===== src/rtl/urv_irq_ctrl.sv =====
// rtl/urv_irq_ctrl.sv - interrupt/exception CSR block with edge/level irq lines and trap handshake
module urv_irq_ctrl #(
   parameter int unsigned g_num_irqs      = 4,
   parameter logic [15:0] g_irq_edge_mask = 16'h0000
) (
   input  logic                  clk_i,
   input  logic                  rst_i,
   input  logic                  x_stall_i,
   input  logic                  x_kill_i,
   input  logic                  d_is_csr_i,
   input  logic                  d_is_mret_i,
   input  logic [11:0]           d_csr_sel_i,
   input  logic [31:0]           x_csr_write_value_i,
   input  logic [g_num_irqs-1:0] irq_i,
   input  logic                  exp_tick_i,
   input  logic                  exp_sync_i,
   input  logic [3:0]            exp_sync_cause_i,
   input  logic [31:0]           x_exception_pc_i,
   input  logic                  x_trap_ack_i,
   output logic                  irq_req_o,
   output logic [4:0]            irq_cause_o,
   output logic [31:0]           x_exception_pc_o,
   output logic [31:0]           csr_mstatus_o,
   output logic [31:0]           csr_mie_o,
   output logic [31:0]           csr_mip_o,
   output logic [31:0]           csr_mepc_o,
   output logic [31:0]           csr_mcause_o
);

   localparam logic [11:0] CSR_MSTATUS = 12'h300;
   localparam logic [11:0] CSR_MIE     = 12'h304;
   localparam logic [11:0] CSR_MEPC    = 12'h341;
   localparam logic [11:0] CSR_MCAUSE  = 12'h342;
   localparam logic [11:0] CSR_MIP     = 12'h344;

   localparam logic [g_num_irqs-1:0] EDGE_MASK = g_irq_edge_mask[g_num_irqs-1:0];

   logic                  mstatus_mie;
   logic                  mstatus_mpie;
   logic                  mie_timer;
   logic [g_num_irqs-1:0] mie_lines;
   logic                  mip_timer;
   logic [g_num_irqs-1:0] mip_lines;
   logic [g_num_irqs-1:0] irq_d;
   logic [31:0]           mepc;
   logic                  mcause_irq;
   logic [4:0]            mcause_code;
   logic                  irq_req;
   logic [4:0]            irq_cause;

   logic                  csr_wr;
   logic                  wr_mstatus;
   logic                  wr_mie;
   logic                  wr_mepc;
   logic                  wr_mcause;
   logic                  wr_mip;
   logic                  mret;
   logic                  ack;
   logic                  trap;
   logic [g_num_irqs-1:0] line_rise;
   logic [g_num_irqs-1:0] line_clr;
   logic [g_num_irqs-1:0] mip_lines_next;
   logic [31:0]           mie_vec;
   logic [31:0]           mip_vec;
   logic [31:0]           pend;
   logic [4:0]            sel_cause;

   assign csr_wr     = d_is_csr_i & ~x_stall_i & ~x_kill_i;
   assign wr_mstatus = csr_wr & (d_csr_sel_i == CSR_MSTATUS);
   assign wr_mie     = csr_wr & (d_csr_sel_i == CSR_MIE);
   assign wr_mepc    = csr_wr & (d_csr_sel_i == CSR_MEPC);
   assign wr_mcause  = csr_wr & (d_csr_sel_i == CSR_MCAUSE);
   assign wr_mip     = csr_wr & (d_csr_sel_i == CSR_MIP);
   assign mret       = d_is_mret_i & ~x_stall_i & ~x_kill_i;

   // A synchronous exception in the same cycle discards the ack entirely.
   assign ack  = x_trap_ack_i & irq_req & ~exp_sync_i;
   assign trap = exp_sync_i | ack;

   // Edge lines latch a rising edge and only clear on a 0 write; level lines mirror irq_i.
   assign line_rise      = irq_i & ~irq_d & EDGE_MASK;
   assign line_clr       = wr_mip ? ~x_csr_write_value_i[16 +: g_num_irqs] : '0;
   assign mip_lines_next = (EDGE_MASK & (line_rise | (mip_lines & ~line_clr))) | (~EDGE_MASK & irq_i);

   // Assemble the architectural mie/mip views and the enabled-pending vector.
   always_comb begin
      mie_vec                   = '0;
      mip_vec                   = '0;
      mie_vec[7]                = mie_timer;
      mip_vec[7]                = mip_timer;
      mie_vec[16 +: g_num_irqs] = mie_lines;
      mip_vec[16 +: g_num_irqs] = mip_lines;
      pend                      = mip_vec & mie_vec;
   end

   // Fixed priority: timer first, then the lowest-numbered external line.
   always_comb begin
      sel_cause = 5'd7;
      if (!pend[7]) begin
         sel_cause = 5'd16;
         for (int k = g_num_irqs - 1; k >= 0; k--) begin
            if (pend[16 + k]) sel_cause = 5'(16 + k);
         end
      end
   end

   // Pending bits and the edge-detect history.
   always_ff @(posedge clk_i or posedge rst_i) begin
      if (rst_i) begin
         irq_d     <= '0;
         mip_timer <= 1'b0;
         mip_lines <= '0;
      end else begin
         irq_d     <= irq_i;
         mip_lines <= mip_lines_next;
         if (exp_tick_i)
            mip_timer <= 1'b1;
         else if (wr_mip && !x_csr_write_value_i[7])
            mip_timer <= 1'b0;
      end
   end

   // Interrupt enable register.
   always_ff @(posedge clk_i or posedge rst_i) begin
      if (rst_i) begin
         mie_timer <= 1'b0;
         mie_lines <= '0;
      end else if (wr_mie) begin
         mie_timer <= x_csr_write_value_i[7];
         mie_lines <= x_csr_write_value_i[16 +: g_num_irqs];
      end
   end

   // mstatus/mepc/mcause: trap entry beats mret, which beats a CSR write.
   always_ff @(posedge clk_i or posedge rst_i) begin
      if (rst_i) begin
         mstatus_mie  <= 1'b0;
         mstatus_mpie <= 1'b0;
         mepc         <= '0;
         mcause_irq   <= 1'b0;
         mcause_code  <= '0;
      end else if (trap) begin
         mepc         <= x_exception_pc_i;
         mcause_irq   <= ack;
         mcause_code  <= ack ? irq_cause : {1'b0, exp_sync_cause_i};
         mstatus_mpie <= mstatus_mie;
         mstatus_mie  <= 1'b0;
      end else begin
         if (mret) begin
            mstatus_mie  <= mstatus_mpie;
            mstatus_mpie <= 1'b1;
         end else if (wr_mstatus) begin
            mstatus_mie  <= x_csr_write_value_i[3];
            mstatus_mpie <= x_csr_write_value_i[7];
         end
         if (wr_mepc)
            mepc <= x_csr_write_value_i;
         if (wr_mcause) begin
            mcause_irq  <= x_csr_write_value_i[31];
            mcause_code <= x_csr_write_value_i[4:0];
         end
      end
   end

   // Registered trap request; cause stays frozen until ack or retraction.
   always_ff @(posedge clk_i or posedge rst_i) begin
      if (rst_i) begin
         irq_req   <= 1'b0;
         irq_cause <= '0;
      end else if (ack) begin
         irq_req <= 1'b0;
      end else if (irq_req) begin
         if (!mstatus_mie || !pend[irq_cause])
            irq_req <= 1'b0;
      end else if (mstatus_mie && (|pend)) begin
         irq_req   <= 1'b1;
         irq_cause <= sel_cause;
      end
   end

   assign irq_req_o        = irq_req;
   assign irq_cause_o      = irq_cause;
   assign x_exception_pc_o = mepc;
   assign csr_mstatus_o    = {24'h0, mstatus_mpie, 3'b000, mstatus_mie, 3'b000};
   assign csr_mie_o        = mie_vec;
   assign csr_mip_o        = mip_vec;
   assign csr_mepc_o       = mepc;
   assign csr_mcause_o     = {mcause_irq, 26'h0, mcause_code};

endmodule


===== config.mk =====
export PLATFORM = sky130hd
export DESIGN_NAME = urv_irq_ctrl
export DESIGN_NICKNAME = d
export VERILOG_FILES = /design/src/rtl/urv_irq_ctrl.sv
export SDC_FILE = /design/constraint.sdc
export NUM_CORES = 1
export LEC_CHECK = 0
export CORE_AREA = 2 2 130 100
export CTS_BUF_LIST = sky130_fd_sc_hd__clkbuf_4 sky130_fd_sc_hd__clkbuf_8
export CTS_CLUSTER_SIZE = 30
export DETAILED_ROUTE_END_ITERATION = 8
export DIE_AREA = 0 0 132 102
export PLACE_DENSITY_LB_ADDON = 0.08
export SLEW_MARGIN = 10
export SYNTH_ARGS = -nofsm -noshare
export SYNTH_HDL_FRONTEND = slang
export SYNTH_SLANG_ARGS = --single-unit

===== constraint.sdc =====
create_clock -name clk_i -period 1.8 [get_ports clk_i]
set_input_delay 0.36 -clock clk_i [delete_from_list [all_inputs] [get_ports clk_i]]
set_output_delay 0.36 -clock clk_i [all_outputs]
set_load 0.05 [all_outputs]

* Yosys cells after proc, flatten, opt, wreduce, memory -nomap -nowiden
Cells that the tools add are included.
Widths: inputs -> output; s select.
** Word-level totals
- Bits in registers :: 56
- Bits of input ports :: 93
- Word-level logic and storage cells :: 73
** Operators by class
- Bitwise logic cells :: 18
- Magnitude comparators :: 1
- Eq/ne operators :: 5
- Reductions and logical operators :: 12
- Mux-type cells :: 26
** Operators with widths (count)
- $mux 32 :: 2
- $eq 12x10->1 const B :: 5
- $mux 5 :: 7
- $reduce_or 32->1 :: 1
- $and 20x20->20 :: 1
- $mux 1 :: 15
- $and 1x1->1 :: 11
- $lt 5x6->1 const B :: 1
- $reduce_bool 2->1 :: 3
- $bmux 1 s5 :: 1
- $not 1->1 :: 5
- $logic_not 1->1 :: 3
- $reduce_and 3->1 :: 1
- $reduce_bool 3->1 :: 1
- $logic_and 1x1->1 :: 2
- $mux 2 :: 1
- $logic_or 1x1->1 :: 1
- $or 1x1->1 :: 1

* Longest topological paths before layout
- Depth after elaboration :: 8
- Mapped depth :: 6
- Depth with buffers taken out :: 4

* Worst setup path after synthesis
No wires, ideal clock.
- Path type :: reg2reg
- Start :: register irq_req, in the netlist irq_req_o
- End :: register mepc[16], in the netlist csr_mepc_o[16]
- Setup slack :: 0.014 ns
- Clock period less this slack :: 1.786 ns
- Buffers on the path :: 2
- Cell stages (with the launch flop) :: 6
- Setup time :: 0.125 ns
- Arrival time :: 1.662 ns
- Required time :: 1.675 ns
- Cell sequence :: dfrtp_1 -> a21o_1 -> clkbuf_1 -> buf_1 -> mux2i_1 -> a21oi_1
** Between the ends
- Longest elaborated chain between the ends :: 4
- Elaborated cells on any way between the ends :: 5
- Classes of those cells :: mux (1); bitwise (3); reduce/logical (1)
** RTL lines
- from (decl) :: line 48 : logic irq_req;
- from (signal assigned) :: line 168 : irq_req <= 1'b0;
- from (signal assigned) :: line 171 : irq_req <= 1'b0;
- from (signal assigned) :: line 174 : irq_req <= 1'b0;
- $and 1x1->1 * (2 in series) :: line 77 : assign ack = x_trap_ack_i & irq_req & ~exp_sync_i;
- $or 1x1->1 * :: line 78 : assign trap = exp_sync_i | ack;
- $mux 32 or $reduce_bool 2->1 (tied branches)
- to (signal assigned) :: line 143 : mepc <= x_exception_pc_i;
- to (signal assigned) :: line 157 : mepc <= x_csr_write_value_i;
- to (decl) :: line 45 : logic [31:0] mepc;
Mark *: on every way between the ends. The rest lies on a longest branch, timed or not.
A chain may end at the register's enable or synchronous reset.

* Worst setup path after layout
- Start :: input port d_csr_sel_i[0]
- End :: register mcause_code[4]
** Between the ends
- Longest elaborated chain between the ends :: 3
** RTL lines
- from (decl) :: line 12 : input logic [11:0] d_csr_sel_i,
- $eq 12x10->1 :: line 72 : assign wr_mcause = csr_wr & (d_csr_sel_i == CSR_MCAUSE);
- $and 1x1->1 :: line 72
- $reduce_bool 2->1 (no line)
- to (signal assigned) :: line 145 : mcause_code <= ack ? irq_cause : {1'b0, exp_sync_cause_i};
- to (signal assigned) :: line 160 : mcause_code <= x_csr_write_value_i[4:0];
- to (decl) :: line 47 : logic [4:0] mcause_code;
No other way between the ends.

==> key figures <==
Outcome
  – Status: complete, no violations

Worst setup path
  – RR Endpoint: irq_req_o$_DFF_PP0_
  – Peak fanout along the critical path: 4
  – Critical Path Sink: mcause_code[4]$_DFFE_PP0P_
  – Critical Path RT: 2.02 ns
  – Reg-to-Reg Start: mie_lines[2]$_DFFE_PP0P_
  – R2r worst-path depth: 4
  – Reg2Reg Setup Slack: 0.29 ns
  – CP endpoint kind: register
  – Critical path origin: d_csr_sel_i[0]
  – Crit path launch type: input pin
  – Worst EP arrival: 1.97 ns
  – Setup CP Type: in -> reg

STA
  – Post-Route Skew: 0.0103 ns
  – Crit share post-route: 0.973
  – Min Tclk post-route: 1.75 ns
  – RSZ-0062 raised after global routing: false
  – Final setup vio count: 0
  – Final Hold Vio Count: 0
  – Highest clock rate: 571 MHz
  – Slew Limit Fails: 0

Placed design
  – Placed cell area: 5070 um^2
  – Hpwl dp: 8370 um
  – IO Port Bufs: 179
  – GP Congestion: 0.740
  – Placed cell count: 734

Clocking
  – Hold Buf Count CTS: 0
  – Worst-case clock buffer depth: 2
  – Clock-pin slew of the registers on the worst-case setup and hold paths: 0.10 ns
  – Worst skew pair latency: 0.31 ns
  – CTS tree: done
  – Num CTS Buffers: 5
  – H-tree Lvls: 2
  – CTS Root Cell: clkbuf_8
  – Num Clock Sinks: 55
  – Post-CTS Setup Bufs: 0

Global route
  – First-pass GRT wire length: 16100 um
  – Overflow after GRT: 0
  – Vias in the first global route: 2951
  – Initial antenna violation count: 0
  – Pin count of the biggest net entering global routing: 33
  – GRT Total Usage: 0.152

Layout
  – Final #Nets: 668
  – Ratio of cells with drive above 1 in the final layout: 0.236
  – Antenna cell count: 0
  – Design Area, Final: 5210 um^2
  – Fin util: 0.430
  – Layout area overhead: 35.6%
  – Post-route insts no fill: 742

Pwr
  – Total power: 4.05 mW
  – PwrDens: 777 nW/um^2
  – Leakage: 2.52 nW
  – Peak supply drop: 0.000332 V

Logic synthesis
  – Cell accounting for the most synthesized area: dfrtp_1
  – Synth top area share: 0.358
  – Area of the mapped netlist: 3840 um^2
  – Share of flip-flops with an asynchronous set or reset: 1.00
  – EDFF count, synth: 0
  – Post-Synthesis Cells: 422
  – Synth Register Bits: 55
  – Distinct cells, synth: 43
  – Post-synthesis sequential area ratio: 0.358
  – Avg Cell Area, Syn: 9.11 um^2
  – Yosys Warn Count: 0
  – Largest cells by area after synthesis: dfrtp_1 36%, buf_4 29%, nor2_1 4.9%, a21oi_1 4.6%, o21a_1 4.5%
  – Primary FF master, synth: dfrtp_1

Floorplan
  – Die area: 13500 um^2
  – Die W: 132 um
  – Vert. Die Dim: 102 um
  – I/O pin cnt: 291
  – Placeable core area: 12100 um^2
  – FP Rows: 35
  – Initial core utilization: 0.317

Routing
  – Post-DR vias/cell: 4.10
  – Post-route ant nets: 0
  – 1st-iter DRT viols: 87
  – DRT Wirelength: 10700 um
  – Wirelength per Cell: 14.4 um
  – Vias after detailed routing: 3042
  – Drc violations: 0
  – Pre-antenna DRT Iters: 4

Job
  – Maxcap violations: 0

Min path
  – HP Class: in -> async
## layout make-up
type	instances	area, um^2
inverter	3	11.3
clock buffer	5	68.8
timing repair buffer	200	1810
multi-input combinational	310	1700
clock inverter	3	43.8
sequential	55	1380
fill	1239	6920
tap	166	208
## worst max-delay path, cell delays in order
cell	delay, ns
clkdlybuf4s50_1	0.49
nor4bb_2	0.37
nand4_1	0.19
buf_4	0.20
mux2i_1	0.12
a211oi_1	0.23
## where the power goes
group / internal (mW) / switching (mW) / leakage [nW]
Sequential: 1.32 / 0.0783 / 0.659
Combinational: 0.499 / 1.31 / 1.80
Clock: 0.415 / 0.428 / 0.0581
## state kept, by name, summed over array words and instances (netlist names)
| name | cells |
|---|---|
| csr_mepc_o | 32 |
| mcause_code | 5 |
| irq_cause_o | 4 |
| mie_lines | 4 |
| mip_lines | 4 |
| irq_req_o | 1 |
| mcause_irq | 1 |
| mie_timer | 1 |
| mip_timer | 1 |
| mstatus_mie | 1 |
| mstatus_mpie | 1 |
## layout by cell type, fill, tap and decap left out, types with 2 or more instances in the layout
| cell | synthesis | routed |
|---|---|---|
| conb_1 | 1 | 111 |
| buf_4 | 148 | 103 |
| clkdlybuf4s50_1 | 0 | 87 |
| dfrtp_1 | 55 | 55 |
| nor2_1 | 50 | 50 |
| a21oi_1 | 35 | 34 |
| o21a_1 | 23 | 23 |
| mux2i_1 | 16 | 16 |
| nand2_1 | 13 | 13 |
| nor3_1 | 12 | 11 |
| mux2_2 | 9 | 9 |
| o21ai_0 | 6 | 6 |
| clkbuf_8 | 0 | 5 |
| dlymetal6s2s_1 | 0 | 5 |
| buf_12 | 0 | 5 |
| nand4_1 | 3 | 3 |
| and3b_1 | 2 | 2 |
| nor3b_1 | 2 | 2 |
| nor4_1 | 2 | 2 |
| nand2b_1 | 2 | 2 |
| inv_1 | 3 | 2 |
| a31oi_1 | 2 | 2 |
## how the worst min path moves through the flow
| stage | startpoint | end | depth (start not counted) |
|---|---|---|---|
| global placement | mcause_code[1]$_DFFE_PP0P_ | mcause_code[1]$_DFFE_PP0P_ | 1 |
| global route | rst_i | csr_mepc_o[18]$_DFFE_PP0P_ | 2 |
| CTS | rst_i | csr_mepc_o[18]$_DFFE_PP0P_ | 2 |
| finish | rst_i | csr_mepc_o[18]$_DFFE_PP0P_ | 2 |
| detailed placement | mip_timer$_DFFE_PP0P_ | mip_timer$_DFFE_PP0P_ | 1 |
| floorplan | irq_i[0] | mip_lines[0]$_DFF_PP0_ | 0 |
## synthesized netlist by cell type, types with 3 or more instances
| library cell | count |
|---|---|
| inv_1 | 3 |
| nand4_1 | 3 |
| o21ai_0 | 6 |
| a21oi_1 | 35 |
| nor2_1 | 50 |
| mux2_2 | 9 |
| buf_4 | 148 |
| nor3_1 | 12 |
| buf_6 | 3 |
| mux2i_1 | 16 |
| o21a_1 | 23 |
| clkbuf_1 | 10 |
| dfrtp_1 | 55 |
| nand2_1 | 13 |
## repair_timing
action | CTS | global route
hold endpoints to repair | 0 | 0
pin swaps | 3 | 5
setup endpoints to repair | 2 | 34
resized for setup | 0 | 7
## metal layers
layer | GRT usage | up-vias | routed length, um
li1 | - | 1465 | -
met1 | 0.207 | 1409 | 4720
met2 | 0.242 | 160 | 4950
met3 | 0.0441 | 8 | 914
met4 | 0.0326 | 0 | 79
met5 | 0 | - | 0
## logic make-up (layout without fill, tap and decap cells)
logic type | count (synthesis) | in the layout | share of synthesized area
compound gates | 74 | 74 | 0.119
buf+inv | 167 | 211 | 0.314
flops | 55 | 55 | 0.358
mux | 26 | 26 | 0.0739
other cells | 1 | 111 | 0.000976
simple gates | 99 | 99 | 0.134
## stage by stage
stage	setup TNS [ns]	hold slack (ns)	setup slack (ns)
2_1_floorplan	0	0.391	0.0137
3_3_place_gp	-13.07	0.511	-0.321
3_5_place_dp	-14.04	0.507	-0.337
4_1_cts	-0.00405	0.220	-0.00405
5_1_grt	0	0.237	0.00781
6_report	0	0.239	0.0478
No activity file was read; power rests on OpenSTA's default activity.
